==> src/rtl/key_cmd_ctrl_if.sv <==
// key_cmd_ctrl_if: command handshake between the key sequencer (master) and the player (slave).
interface key_cmd_ctrl_if #(
  parameter int TRK_W = 2
);
  logic             cmd_valid;
  logic             cmd_ready;
  logic [1:0]       cmd_code;
  logic [TRK_W-1:0] cmd_track;

  modport master (output cmd_valid, output cmd_code, output cmd_track, input cmd_ready);
  modport slave  (input cmd_valid, input cmd_code, input cmd_track, output cmd_ready);
endinterface

==> src/rtl/key_cmd_ctrl.sv <==
// key_cmd_ctrl: latches debounced key pulses, grants them by fixed priority and issues player
// commands over valid/ready. Define KEY_CMD_AUTO_NEXT_EN to add the song_end auto-advance input.
module key_cmd_ctrl #(
  parameter int NUM_TRACKS = 4,
  parameter int TRK_W      = 2
) (
  input  logic                  clk,
  input  logic                  rst,
  input  logic [3:0]            key_p,
`ifdef KEY_CMD_AUTO_NEXT_EN
  input  logic                  song_end,
`endif
  key_cmd_ctrl_if.master        cmd,
  output logic                  playing,
  output logic [TRK_W-1:0]      track,
  output logic                  busy
);

`ifdef KEY_CMD_AUTO_NEXT_EN
  localparam int PEND_W = 5;
`else
  localparam int PEND_W = 4;
`endif

  typedef enum logic {IDLE, ISSUE} state_t;
  typedef enum logic [1:0] {
    CMD_PLAY  = 2'd0,
    CMD_PAUSE = 2'd1,
    CMD_TRACK = 2'd2,
    CMD_STOP  = 2'd3
  } cmd_t;

  state_t            state, state_nxt;
  logic [PEND_W-1:0] pend, pend_in, pend_clr;
  logic [PEND_W-1:0] grant_q, grant_nxt;
  cmd_t              code_q, code_nxt;
  logic [TRK_W-1:0]  cmd_track_q, cmd_track_nxt;
  logic [TRK_W-1:0]  next_track_q, next_track_nxt;
  logic [TRK_W-1:0]  trk_inc, trk_dec;
  logic              next_play_q, next_play_nxt;
  logic              load, accept;

`ifdef KEY_CMD_AUTO_NEXT_EN
  assign pend_in = {song_end, key_p};
`else
  assign pend_in = key_p;
`endif

  // Explicit wrap: NUM_TRACKS need not be a power of two.
  assign trk_inc = (track == TRK_W'(NUM_TRACKS - 1)) ? '0 : track + TRK_W'(1);
  assign trk_dec = (track == '0) ? TRK_W'(NUM_TRACKS - 1) : track - TRK_W'(1);

  assign accept = (state == ISSUE) && cmd.cmd_ready;

  always_comb begin
    state_nxt      = state;
    grant_nxt      = '0;
    code_nxt       = code_q;
    cmd_track_nxt  = track;
    next_track_nxt = track;
    next_play_nxt  = playing;
    load           = 1'b0;
    pend_clr       = '0;
    case (state)
      IDLE: begin
        if (pend[0]) begin
          grant_nxt[0]  = 1'b1;
          load          = 1'b1;
          code_nxt      = playing ? CMD_PAUSE : CMD_PLAY;
          next_play_nxt = ~playing;
        end else if (pend[1]) begin
          grant_nxt[1]   = 1'b1;
          load           = 1'b1;
          code_nxt       = CMD_TRACK;
          next_track_nxt = trk_inc;
          cmd_track_nxt  = trk_inc;
        end else if (pend[2]) begin
          grant_nxt[2]   = 1'b1;
          load           = 1'b1;
          code_nxt       = CMD_TRACK;
          next_track_nxt = trk_dec;
          cmd_track_nxt  = trk_dec;
        end else if (pend[3]) begin
          grant_nxt[3]  = 1'b1;
          load          = 1'b1;
          code_nxt      = CMD_STOP;
          next_play_nxt = 1'b0;
        end
`ifdef KEY_CMD_AUTO_NEXT_EN
        // End of song only advances while playing; otherwise it is silently discarded.
        else if (pend[4]) begin
          if (playing) begin
            grant_nxt[4]   = 1'b1;
            load           = 1'b1;
            code_nxt       = CMD_TRACK;
            next_track_nxt = trk_inc;
            cmd_track_nxt  = trk_inc;
          end else begin
            pend_clr[4] = 1'b1;
          end
        end
`endif
        if (load) state_nxt = ISSUE;
      end
      ISSUE: begin
        if (cmd.cmd_ready) begin
          state_nxt = IDLE;
          pend_clr  = grant_q;
        end
      end
    endcase
  end

  always_ff @(posedge clk or posedge rst) begin
    if (rst) state <= IDLE;
    else     state <= state_nxt;
  end

  // New pulses are OR-ed in after the clear so a re-press on the accept edge stays queued.
  always_ff @(posedge clk or posedge rst) begin
    if (rst) pend <= '0;
    else     pend <= (pend & ~pend_clr) | pend_in;
  end

  always_ff @(posedge clk or posedge rst) begin
    if (rst) begin
      code_q       <= CMD_PLAY;
      cmd_track_q  <= '0;
      next_track_q <= '0;
      next_play_q  <= 1'b0;
      grant_q      <= '0;
      playing      <= 1'b0;
      track        <= '0;
    end else begin
      if (load) begin
        code_q       <= code_nxt;
        cmd_track_q  <= cmd_track_nxt;
        next_track_q <= next_track_nxt;
        next_play_q  <= next_play_nxt;
        grant_q      <= grant_nxt;
      end
      if (accept) begin
        playing <= next_play_q;
        track   <= next_track_q;
      end
    end
  end

  assign cmd.cmd_valid = (state == ISSUE);
  assign cmd.cmd_code  = code_q;
  assign cmd.cmd_track = cmd_track_q;
  assign busy          = (state == ISSUE);

endmodule

==> src/flat_wrapper.sv <==
// flat-port wrapper written by rule: the top's interface ports become plain ports
module key_cmd_ctrl_flat 
#(
  parameter int NUM_TRACKS = 4,
  parameter int TRK_W      = 2
)
  (clk, rst, key_p, playing, track, busy, cmd_cmd_valid, cmd_cmd_code, cmd_cmd_track, cmd_cmd_ready);
  key_cmd_ctrl_if #(.TRK_W(TRK_W)) cmd_i ();
  input  logic clk;
  input  logic rst;
  input  logic [3:0] key_p;
  output logic playing;
  output logic [TRK_W-1:0] track;
  output logic busy;
  output wire logic [$bits(cmd_i.cmd_valid)-1:0] cmd_cmd_valid;
  output wire logic [$bits(cmd_i.cmd_code)-1:0] cmd_cmd_code;
  output wire logic [$bits(cmd_i.cmd_track)-1:0] cmd_cmd_track;
  input wire logic [$bits(cmd_i.cmd_ready)-1:0] cmd_cmd_ready;
  assign cmd_cmd_valid = cmd_i.cmd_valid;
  assign cmd_cmd_code = cmd_i.cmd_code;
  assign cmd_cmd_track = cmd_i.cmd_track;
  assign cmd_i.cmd_ready = cmd_cmd_ready;
  key_cmd_ctrl #(.NUM_TRACKS(NUM_TRACKS), .TRK_W(TRK_W)) u_core (.clk(clk), .rst(rst), .key_p(key_p), .cmd(cmd_i), .playing(playing), .track(track), .busy(busy));
endmodule
==> config.mk <==
export PLATFORM = sky130hd
export DESIGN_NAME = key_cmd_ctrl_flat
export DESIGN_NICKNAME = d
export VERILOG_FILES = /design/src/rtl/key_cmd_ctrl_if.sv /design/src/rtl/key_cmd_ctrl.sv /design/src/flat_wrapper.sv
export SDC_FILE = /design/constraint.sdc
export NUM_CORES = 1
export LEC_CHECK = 0
export BUFFER_PORTS_ARGS = -buffer_cell sky130_fd_sc_hd__buf_4
export CORE_MARGIN = 2
export CORE_UTILIZATION = 45
export CTS_CLUSTER_DIAMETER = 80
export DETAILED_ROUTE_END_ITERATION = 12
export GPL_ROUTABILITY_DRIVEN = 0
export HOLD_SLACK_MARGIN = 0.02
export PLACE_DENSITY = 0.67
export SETUP_SLACK_MARGIN = 0.15
export SLEW_MARGIN = 10
export SYNTH_ARGS = -nofsm -noshare
export SYNTH_HDL_FRONTEND = slang
export SYNTH_SLANG_ARGS = --single-unit
==> constraint.sdc <==
create_clock -name clk -period 1.5 [get_ports clk]
set_input_delay 0 -clock clk [delete_from_list [all_inputs] [get_ports clk]]
set_output_delay 0 -clock clk [all_outputs]
set_load 0.01 [all_outputs]
==> results.txt <==
Asr flop ratio synth -> 1.00
Sink Count -> 17
Fin crit period -> 1370 ps
Warnings from Yosys -> 0
Slew HR -> 0.575
Final Cycle Share -> 0.914
Number of diodes -> 0
CTS tree -> yes
Boundary Pins -> 16
# nets final -> 118
VDD IR-drop max -> 0.000659 V
Worst Setup End Kind -> flop
Die area -> 2150 um^2
Clock Power Share -> 0.184
CP Class -> flop to flop
Static leakage -> 0.493 nW
Final setup fails -> 0
Htree depth -> 1
Mapped Area -> 807 um^2
Share of the synthesized area in the top cell type -> 0.527
Cells after Synth -> 80
RSZ-0062 raised after global routing -> yes
WL per Instance -> 13.8 um
Total CTS buffers -> 3
Run status -> completed
Syn Area/Cell -> 10.1 um^2
Critical path fanouts, max -> 5
First-pass GRT wire length -> 3.03 mm
Die height -> 46.4 um
MaxCap Viol Count -> 0
Synth top cells by count -> dfrtp_1 (17), nand2_1 (10), a21oi_1 (6), nor2_1 (6)
Later-pin clock latency in the skew report -> 290 ps
Initial antenna violation count -> 0
Input/output buffers -> 15
Via count -> 705
Iter 0 DRT Violations -> 23
FF-to-FF Start -> u_core.pend[0]
Hold Crit Start -> cmd_cmd_ready
First-pass DRT Iterations -> 4
Total routed wirelength -> 1.86 mm
Setup TNS -> 0 ps
Crit path DAT -> 1530 ps
Share of cells above drive strength 1 -> 0.409
Area grow syn2layout -> 38.3%
Power Dens Cells -> 1160 nW/um^2
Leading area contributor after synthesis -> dfrtp_1
Grt ovf -> 0
Clock tree buffer depth -> 2
Most numerous cell in the Yosys netlist -> dfrtp_1
Switching pwr -> 0.414 mW
Mean number of vias per cell -> 5.22
Synth area leaders -> dfrtp_1 (53%), a21o_1 (4.7%), nand2_1 (4.7%)
Worst min path class -> primary input to flop
Worst-margin pin slew -> 637 ps
Worst Path Required -> 1660 ps
Rows -> 15
Placed instance area -> 965 um^2
Worst Setup Start Kind -> flop
Max frequency -> 0.729 GHz
Die width -> 46.4 um
Design area -> 1120 um^2
Ys flop type -> dfrtp_1
Number of flops mapped to enable cells by yosys -> 0
Reg power frac -> 0.507
Clock Skews -> 1.79 ps
Mapped Nets -> 87
Worst-path clk slew -> 90 ps
Worst hold-check slack -> 145 ps
Register bit total from synthesis -> 17
Vias in the first global route -> 642
Crit path launch -> u_core.pend[0]
Sw Share -> 0.319
Gr usage total -> 0.207
Final ANT Viol Nets -> 0
Pint -> 0.885 mW
Root Driver -> clkbuf_4
DRC -> 0
Comb pwr share -> 0.309
Final count of pins violating max slew -> 0
Synth cell types -> 27
Final Hold Vio Count -> 0
Largest net degree at the start of global routing -> 18
Core footprint -> 1710 um^2
Initial cell density of the core -> 0.473
Post-DP HPWL -> 1.20 mm
Sequential area share after synthesis -> 0.527
cells by family (layout without fill, tap and decap cells):
| logic type | Yosys count | count (layout) | synth area share |
|---|---|---|---|
| AOI/OAI and AO/OA | 26 | 26 | 0.220 |
| and+or+nand+nor | 26 | 26 | 0.167 |
| DFF | 17 | 17 | 0.527 |
| buffers and inverters | 9 | 39 | 0.0574 |
| muxes | 2 | 2 | 0.0279 |
critical path, cell delays in order (launching register included):
cell      delay (ps)
dfrtp_2          460
or4_4            590
a21oi_2          150
a311oi_2          40
repair_timing:
action | CTS | global route
setup endpoints to repair | 6 | 6
resized for setup | 3 | 7
hold endpoints to repair | 21 | 0
pin swaps | 0 | 5
buffers inserted | 3 | 2
hold buffers | 5 | 0
area by class of cell:
type                    instances  area (um^2)
fillers                       136          592
clock buffers                   4         26.3
inverters                       4         15.0
flip-flops and latches         17          429
multi-input cells              54          369
repair buffers                 31          245
well taps                      25         31.3
registers in the layout (all words and copies together), names as in the netlist:
register / cells
u_core.busy: 1
u_core.cmd.cmd_code: 2
u_core.cmd.cmd_track: 2
u_core.grant_q: 4
u_core.next_play_q: 1
u_core.pend: 4
u_core.playing: 1
u_core.track: 2
final timing paths:
path,to,slack (ps),depth (start not counted)
max,u_core.cmd.cmd_track[1],130,3
min,u_core.busy,140,3
min in group asynchronous,u_core.grant_q[2],350,3
max in group asynchronous,u_core.pend[1],710,3
min reg2reg,u_core.cmd.cmd_code[1],510,1
max reg2reg,u_core.cmd.cmd_track[1],130,3
per-layer routing:
layer,part of all wire,routed length [um],vias to the layer above,global-route usage
met3,0.048,90,6,0.0588
met2,0.48,892,22,0.331
met4,0.023,42,0,0.0857
met1,0.45,839,333,0.261
li1,-,-,344,-
met5,0,0,-,0
through the flow:
step | util | worst slack, ps | power [mW] | cells
finish | 0.653 | 129 | 1.30 | 135
global route | 0.653 | 87.7 | 1.39 | 135
CTS | 0.625 | 120 | 1.28 | 133
detailed placement | 0.565 | 113 | 1.02 | 121
global placement | 0.565 | 137 | 1.01 | 121
floorplan | - | 152 | 0.846 | 80
layout by cell type (no fill, tap or decap), types with 4 or more instances in the layout:
| master | n |
|---|---|
| dfrtp_1 | 14 |
| nor2_1 | 6 |
| nand2_1 | 10 |
| a21o_1 | 5 |
| inv_1 | 4 |
| o21ai_0 | 5 |
| dlygate4sd3_1 | 5 |
| buf_4 | 26 |
power groups by stage:
stage               sequential [mW]  clock (mW)  combinational, mW
floorplan                     0.664           0              0.183
global placement              0.653           0              0.360
detailed placement            0.660           0              0.365
CTS                           0.649       0.248              0.385
global route                  0.676       0.275              0.444
finish                        0.658       0.239              0.402
(Power assumes the default switching activity.)
